`config.mk`:
```
export PLATFORM = sky130hd
export DESIGN_NAME = uart_rx_fifo
export DESIGN_NICKNAME = d
export VERILOG_FILES = /design/src/rtl/uart_pkg.sv /design/src/rtl/sync_fifo.sv /design/src/rtl/uart_rx_fifo.sv
export SDC_FILE = /design/constraint.sdc
export NUM_CORES = 1
export LEC_CHECK = 0
export CAP_MARGIN = 20
export CORE_ASPECT_RATIO = 1.25
export CORE_MARGIN = 2
export CORE_UTILIZATION = 60
export CTS_CLUSTER_SIZE = 40
export DETAILED_ROUTE_END_ITERATION = 10
export GPL_TIMING_DRIVEN = 0
export MAX_ROUTING_LAYER = met4
export PLACE_DENSITY = 0.78
export SLEW_MARGIN = 20
export SYNTH_ARGS = -nofsm -noshare
export SYNTH_HDL_FRONTEND = slang
export SYNTH_SLANG_ARGS = --single-unit
```
`constraint.sdc`:
```
create_clock -name clk -period 5.5 [get_ports clk]
set_input_delay 0.55 -clock clk [delete_from_list [all_inputs] [get_ports clk]]
set_output_delay 0.55 -clock clk [all_outputs]
set_load 0.01 [all_outputs]
```
`src/rtl/uart_pkg.sv`:
```
// Shared UART constants and helpers for the RX (and future TX) buffers.
package uart_pkg;

  localparam int UART_DATA_W        = 8;
  localparam int FIFO_DEPTH_DEFAULT = 16;

  // Occupancy counter width: must hold 0..depth inclusive.
  function automatic int cnt_w(input int depth);
    return $clog2(depth) + 1;
  endfunction

endpackage

```
`src/rtl/sync_fifo.sv`:
```
// Generic synchronous FIFO with first-word-fall-through head, flush and
// occupancy count. DEPTH must be a power of two so pointers wrap naturally.
module sync_fifo
  import uart_pkg::*;
#(
  parameter int WIDTH = UART_DATA_W,
  parameter int DEPTH = FIFO_DEPTH_DEFAULT,
  localparam int AW = $clog2(DEPTH),
  localparam int CW = cnt_w(DEPTH)
) (
  input  logic             clk,
  input  logic             rst,
  input  logic             push,
  input  logic             pop,
  input  logic             clear,
  input  logic [WIDTH-1:0] wdata,
  output logic [WIDTH-1:0] rdata,
  output logic             full,
  output logic             empty,
  output logic [CW-1:0]    count,
  output logic [CW-1:0]    count_next
);

  logic [WIDTH-1:0] mem_q [DEPTH];
  logic [AW-1:0]    rd_ptr_q, rd_ptr_d;
  logic [AW-1:0]    wr_ptr_q, wr_ptr_d;
  logic [CW-1:0]    count_q, count_d;
  logic             pop_ok;
  logic             push_ok;

  assign empty   = (count_q == '0);
  assign full    = (count_q == CW'(DEPTH));
  assign pop_ok  = pop & ~empty;
  // A pop in the same cycle frees the slot, so a push into a full FIFO is
  // still accepted then.
  assign push_ok = push & (~full | pop_ok);

  // Next-state pointers and occupancy; clear overrides any push/pop.
  always_comb begin
    rd_ptr_d = rd_ptr_q;
    wr_ptr_d = wr_ptr_q;
    count_d  = count_q;
    if (clear) begin
      rd_ptr_d = '0;
      wr_ptr_d = '0;
      count_d  = '0;
    end else begin
      if (push_ok) wr_ptr_d = wr_ptr_q + AW'(1);
      if (pop_ok)  rd_ptr_d = rd_ptr_q + AW'(1);
      case ({push_ok, pop_ok})
        2'b10:   count_d = count_q + CW'(1);
        2'b01:   count_d = count_q - CW'(1);
        default: count_d = count_q;
      endcase
    end
  end

  // Pointer and count registers.
  always_ff @(posedge clk) begin
    if (rst) begin
      rd_ptr_q <= '0;
      wr_ptr_q <= '0;
      count_q  <= '0;
    end else begin
      rd_ptr_q <= rd_ptr_d;
      wr_ptr_q <= wr_ptr_d;
      count_q  <= count_d;
    end
  end

  // Storage write; contents are intentionally not reset.
  always_ff @(posedge clk) begin
    if (push_ok && !clear && !rst) mem_q[wr_ptr_q] <= wdata;
  end

  assign rdata      = empty ? '0 : mem_q[rd_ptr_q];
  assign count      = count_q;
  assign count_next = count_d;

endmodule

```
`src/rtl/uart_rx_fifo.sv`:
```
// UART receive buffer: captures each rising edge of the receiver valid into
// a FIFO, tracks sticky overrun and drives a registered level interrupt.
module uart_rx_fifo
  import uart_pkg::*;
#(
  parameter int DEPTH         = FIFO_DEPTH_DEFAULT,
  parameter int IRQ_THRESHOLD = 1,
  localparam int CW = cnt_w(DEPTH)
) (
  input  logic                   clk,
  input  logic                   rst,
  input  logic [UART_DATA_W-1:0] rx_data,
  input  logic                   rx_valid,
  input  logic                   rd_en,
  input  logic                   clear,
  input  logic                   ien,
  output logic [UART_DATA_W-1:0] rd_data,
  output logic                   empty,
  output logic                   full,
  output logic [CW-1:0]          count,
  output logic                   overrun,
  output logic                   irq
);

  logic          rx_valid_q;
  logic          overrun_q, overrun_d;
  logic          irq_q, irq_d;
  logic          push;
  logic          drop;
  logic [CW-1:0] count_next;

  assign push = rx_valid & ~rx_valid_q;
  // A byte is lost only when full and no pop makes room this cycle.
  assign drop = push & full & ~rd_en;

  sync_fifo #(
    .WIDTH (UART_DATA_W),
    .DEPTH (DEPTH)
  ) u_fifo (
    .clk        (clk),
    .rst        (rst),
    .push       (push),
    .pop        (rd_en),
    .clear      (clear),
    .wdata      (rx_data),
    .rdata      (rd_data),
    .full       (full),
    .empty      (empty),
    .count      (count),
    .count_next (count_next)
  );

  // Next overrun and interrupt levels, both computed from post-event state.
  always_comb begin
    overrun_d = clear ? 1'b0 : (overrun_q | drop);
    irq_d     = ien & ((count_next >= CW'(IRQ_THRESHOLD)) | overrun_d);
  end

  // Edge-detect history resets high so a valid already asserted is ignored.
  always_ff @(posedge clk) begin
    if (rst) begin
      rx_valid_q <= 1'b1;
      overrun_q  <= 1'b0;
      irq_q      <= 1'b0;
    end else begin
      rx_valid_q <= rx_valid;
      overrun_q  <= overrun_d;
      irq_q      <= irq_d;
    end
  end

  assign overrun = overrun_q;
  assign irq     = irq_q;

endmodule

```
# After elaboration in Yosys (flattened, before gate mapping)
# Memory sizes are Yosys's and may differ from the RTL's. A register that Yosys moved wholly into a read port is not among the register bits.
# Index checks and enable logic that the tools add are counted.
[op_classes]
n_addsub = 4
n_lt_le_gt_ge = 1
n_eq_ne = 3
n_mux = 8
bitwise_logic = 13
n_reduce_logical = 6
[op_table]
columns = ["cell", "n"]
rows = [
  ["5-bit one-hot mux with 2 select lines", 1],
  ["4-bit by 1-bit adder with 4-bit output (second input constant)", 2],
  ["4-bit 2-to-1 mux", 2],
  ["8-bit 2-to-1 mux", 1],
  ["1-bit AND", 6],
  ["5-bit by 1-bit adder with 5-bit output (second input constant)", 1],
  ["5-bit equality test (second input constant)", 1],
  ["5-bit by 1-bit greater-or-equal comparator with 1-bit output (second input constant)", 1],
  ["5-bit logical NOT", 1],
  ["5-bit 2-to-1 mux", 1],
  ["5-bit by 1-bit subtractor with 5-bit output (second input constant)", 1],
  ["1-bit inverter", 4],
  ["1-bit 2-to-1 mux", 3],
  ["1-bit bitwise OR", 3],
  ["2-bit by 1-bit equality test with 1-bit output (second input constant)", 1],
  ["2-bit equality test (second input constant)", 1],
  ["1-bit logical AND", 2],
  ["1-bit logical NOT", 2],
  ["2-bit OR reduction", 1],
]
[word_totals]
ff_bits = 16
ram_bits = 128
output_inout_bits = 17
word_cells = 42
memories = 1
[memory_table]
columns = ["name", "words", "word_bits", "rd", "rd_clocked_by_memory_dff", "wr", "line", "text"]
rows = [
  ["u_fifo.mem_q", 16, 8, 1, 1, 1, "sync_fifo.sv:24", "logic [WIDTH-1:0] mem_q [DEPTH];"],
]

# Longest topological paths before layout
[depth]
depth_word = 11
ltp_mapped = 11

# Modules after synthesis
# A second synthesis with hierarchy kept.
[unflattened]
cells_unflattened = 354
area_unflattened_um2 = 6109.6
[modules_own_cells]
columns = ["module", "instances", "cells_each", "area_each_um2", "seq_area_each_um2"]
rows = [
  ["sync_fifo", 1, 341, 5977.0, 4184.0],
  ["uart_rx_fifo", 1, 13, 132.6, 60.1],
]

# Worst setup path before layout
# No wires, ideal clock.
[synth_path]
path_kind = "in2reg"
startpoint = "input rd_en"
endpoint = "memory u_fifo.mem_q[0][0] in the netlist's numbering, enable pin"
setup_ns = 0.383
arrival_time_ns = 2.088
required_time_ns = 5.117
setup_slack_ns = 3.029
path_stages = 5
cell_sequence = "clkbuf_1 -> nor3_1 -> nor2_1 -> nand3_1 -> nor3_1"
[synth_via]
elab_chain_cells = 7
[synth_lines]
columns = ["item", "line", "text"]
rows = [
  ["start: declaration", "uart_rx_fifo.sv:14", "input logic rd_en,"],
  ["1-bit AND", "sync_fifo.sv:33", "assign pop_ok = pop & ~empty;"],
  ["1-bit bitwise OR", "sync_fifo.sv:36", "assign push_ok = push & (~full | pop_ok);"],
  ["1-bit AND", "sync_fifo.sv:36", ""],
  ["1-bit logical AND (2 in series)", "sync_fifo.sv:73", "if (push_ok && !clear && !rst) mem_q[wr_ptr_q] <= wdata;"],
  ["1-bit 2-to-1 mux", "sync_fifo.sv:73", ""],
  ["1-bit 2-to-1 mux (not written as such)", "sync_fifo.sv:73", ""],
  ["end: declaration", "sync_fifo.sv:24", ""],
]
# No other way between the ends.

==> metrics <==
Worst-path clk slew=approximately 60 ps; worst-skew pair later-pin latency=410 ps; final setup margin=between 1500 and 2000 ps; Rel. slew slack=28.7%; layout cells sized above 1=24.7%; Yosys top cell area share=between 60 and 70%; Synth Net Count=350; Chip Height=116 um; GRT busiest layer=met2; Leak Pwr=~2.3 nW; clk_skew=4.36 ps; met1 usage=about a third; Synth area leaders=edfxtp_1 (64%), mux4_2 (15%), dfxtp_1 (6.6%); drt total wl=between 10000 and 15000 um; met2 Use GR=between 40% and 50%; number of global-route vias before repair=around 3.3k; fin crit share=roughly 66%; Yosys Warn Count=0; DIE WIDTH=between 90 and 100 um; post-synthesis mux area share=~15%; status=finished, final reports clean; vias per cell=~6.3; DR vias=about 3.3k; I/O Pins=31; CP Class=flop to primary output; Adder-Cell Fraction of Synth Area=between 1 and 1.5%; crit start category=flop; Initial Util=~62%; initial antenna violation count=0; min Tclk post-route=around 3600 ps; Syn Inst Count=330; dpl hpwl=approximately 7900 um; Post-CTS Setup Inserts=0; top-count cell post-synth=edfxtp_1; detailed-route wire length per cell=around 26 um; CP endpoint kind=primary output; number of DRC violations after detailed routing=0; Least-Margin Pin Slew=between 1000 and 1500 ps; Synth Area in Compound Gates=between 2 and 3%; post-synthesis xor/xnor area fraction=under 10%; total gr overflow=0; Post-DRT Antenna Nets=0; worst-path maximum fanout=10; post-cts sizing count=0; WP data arrival=between 3000 and 4000 ps; Yosys top cell by area=edfxtp_1; FP Rows=40; Synth Area in Simple Gates=about 6.9%; Tightest Hold Check Type=flop to flop; initial DRC count=337; GP Congestion=0.798; EDFF count, synth=~130; Final Max Slew Viols=0; RSZ-0062 raised after global routing=false; setup violators final=0; Synth Cell Area=between 0.006 and 0.007 sq mm; post-synthesis cell type count=between 40 and 50; pwr dens=between 300 and 400 mW/mm^2; Antenna diodes=0; synth cell count leaders=edfxtp_1 (128), mux4_2 (40), nor2_1 (29); ys async rst share=0%; largest net degree at the start of global routing=17; # nets final=between 400 and 500; setup_tns=0 ps; area added between synthesis and finish=19.0%; CTS root buffer=clkbuf_16; core box area=around 0.0097 sq mm; Max Cap Viol=0; CTS buffer count=17; DIE AREA=between 0.01 and 0.015 sq mm; CTS tree=built; Critical Path RT=approximately 5000 ps; syn avg cell area=18.3 sq um; CTS Sinks=about 150; first-pass GRT wire length=approximately 20000 um; GRT Util Overall=28.0%; endpoints failing hold=0; Longest Clk Path Bufs=2; pre-CTS setup slack=2000 ps; synthesized flop and latch total=between 100 and 150; port buffer count=30; cts hold-fix bufs=0; maximum VDD drop=between 0.0002 and 0.0003 V; drt pass-1 iters=4; register area share after synthesis=between 70% and 80%; fmax=around 270 MHz; met3 Use GR=6.05%; # H-tree levels=4; Post-synth top flop=edfxtp_1; largest family of logic cells by synthesized area=multiplexers
## where the power goes
part / internal (W) / switching (W)
Combinational: 0.0000293 / 0.0000384
Clock: 0.000802 / 0.000447
Sequential: 0.00122 / 0.00000175
Total: 0.00205 / 0.000487
## metal layers
| layer | vias up | part of all wire (%) |
|---|---|---|
| met3 | 28 | 7.1 |
| met2 | 179 | 53 |
| met4 | 0 | 3.0 |
| met1 | 1661 | 37 |
| li1 | 1419 | - |
| met5 | - | 0 |
## state kept, by name (all words and copies together), names as in the netlist, named ones only
name and count:
irq 1, rx_valid_q 1, u_fifo.mem_q 128, u_fifo.rd_ptr_q 4, u_fifo.wr_ptr_q 4, overrun 1
u_fifo.count 5
## worst max-delay path: stages, from the launching register on
cell and delay (ps):
dfxtp_1 440, buf_1 650, mux4_2 450, mux4_2 480
and2_1 180, clkdlybuf4s50_1 480
## placed cells by master, fill, tap and decap left out, types with 4 or more instances in the layout
master / netlist / final
mux4_2: 40 / 40
dfxtp_1: 20 / 20
xor2_1: 5 / 5
nor2_1: 29 / 29
a21oi_1: 4 / 4
clkdlybuf4s50_1: 0 / 30
inv_1: 4 / 4
ha_1: 6 / 6
o21ai_0: 4 / 4
bufinv_16: 0 / 5
edfxtp_1: 128 / 128
and2_1: 8 / 8
nand2_1: 15 / 15
nand3_1: 8 / 8
clkbuf_16: 0 / 17
clkbuf_1: 6 / 7
nor3_2: 0 / 4
buf_4: 5 / 9
buf_1: 5 / 5
## area by class of cell
class	count	area, sq um
clock buffers	18	429
fillers	583	2540
clock inverters	14	209
inverters	4	15.0
multi-input cells	159	1680
well taps	126	158
repair buffers	34	330
flip-flops and latches	148	4240
plain buffers	19	108
## path summary, 6_finish.rpt
kind | from | endpoint | slack, ps | cells after the start
worst max register to register | u_fifo.count[0]$_SDFF_PP0_ | u_fifo.mem_q[10][4]$_DFFE_PP_ | 2710 | 5
worst min register to register | u_fifo.rd_ptr_q[3]$_SDFFE_PP0N_ | u_fifo.rd_ptr_q[3]$_SDFFE_PP0N_ | 500 | 2
worst min-delay path | u_fifo.rd_ptr_q[3]$_SDFFE_PP0N_ | u_fifo.rd_ptr_q[3]$_SDFFE_PP0N_ | 500 | 2
worst max-delay path | flop | rd_data[2] | 1860 | 5
## stage by stage
stage / total power, W / instance area, sq um / util (%) / cells / hold slack [ps]
2_1_floorplan: 0.00128 / 6020 / - / 330 / 459
3_3_place_gp: 0.00131 / 6480 / 66.8 / 486 / 477
3_5_place_dp: 0.00131 / 6530 / 67.3 / 490 / 486
4_1_cts: 0.00255 / 7170 / 73.8 / 522 / 496
5_1_grt: 0.00260 / 7170 / 73.8 / 522 / 533
6_report: 0.00254 / 7170 / 73.8 / 522 / 498
## cells by family (layout without fill, tap and decap cells)
group | count (synthesis) | count (layout)
flops | 148 | 148
simple gates | 83 | 83
mux | 43 | 43
buf+inv | 23 | 89
compound gates | 20 | 20
xor+xnor | 7 | 7
fa+ha+maj | 6 | 6
(Power assumes the default switching activity.)
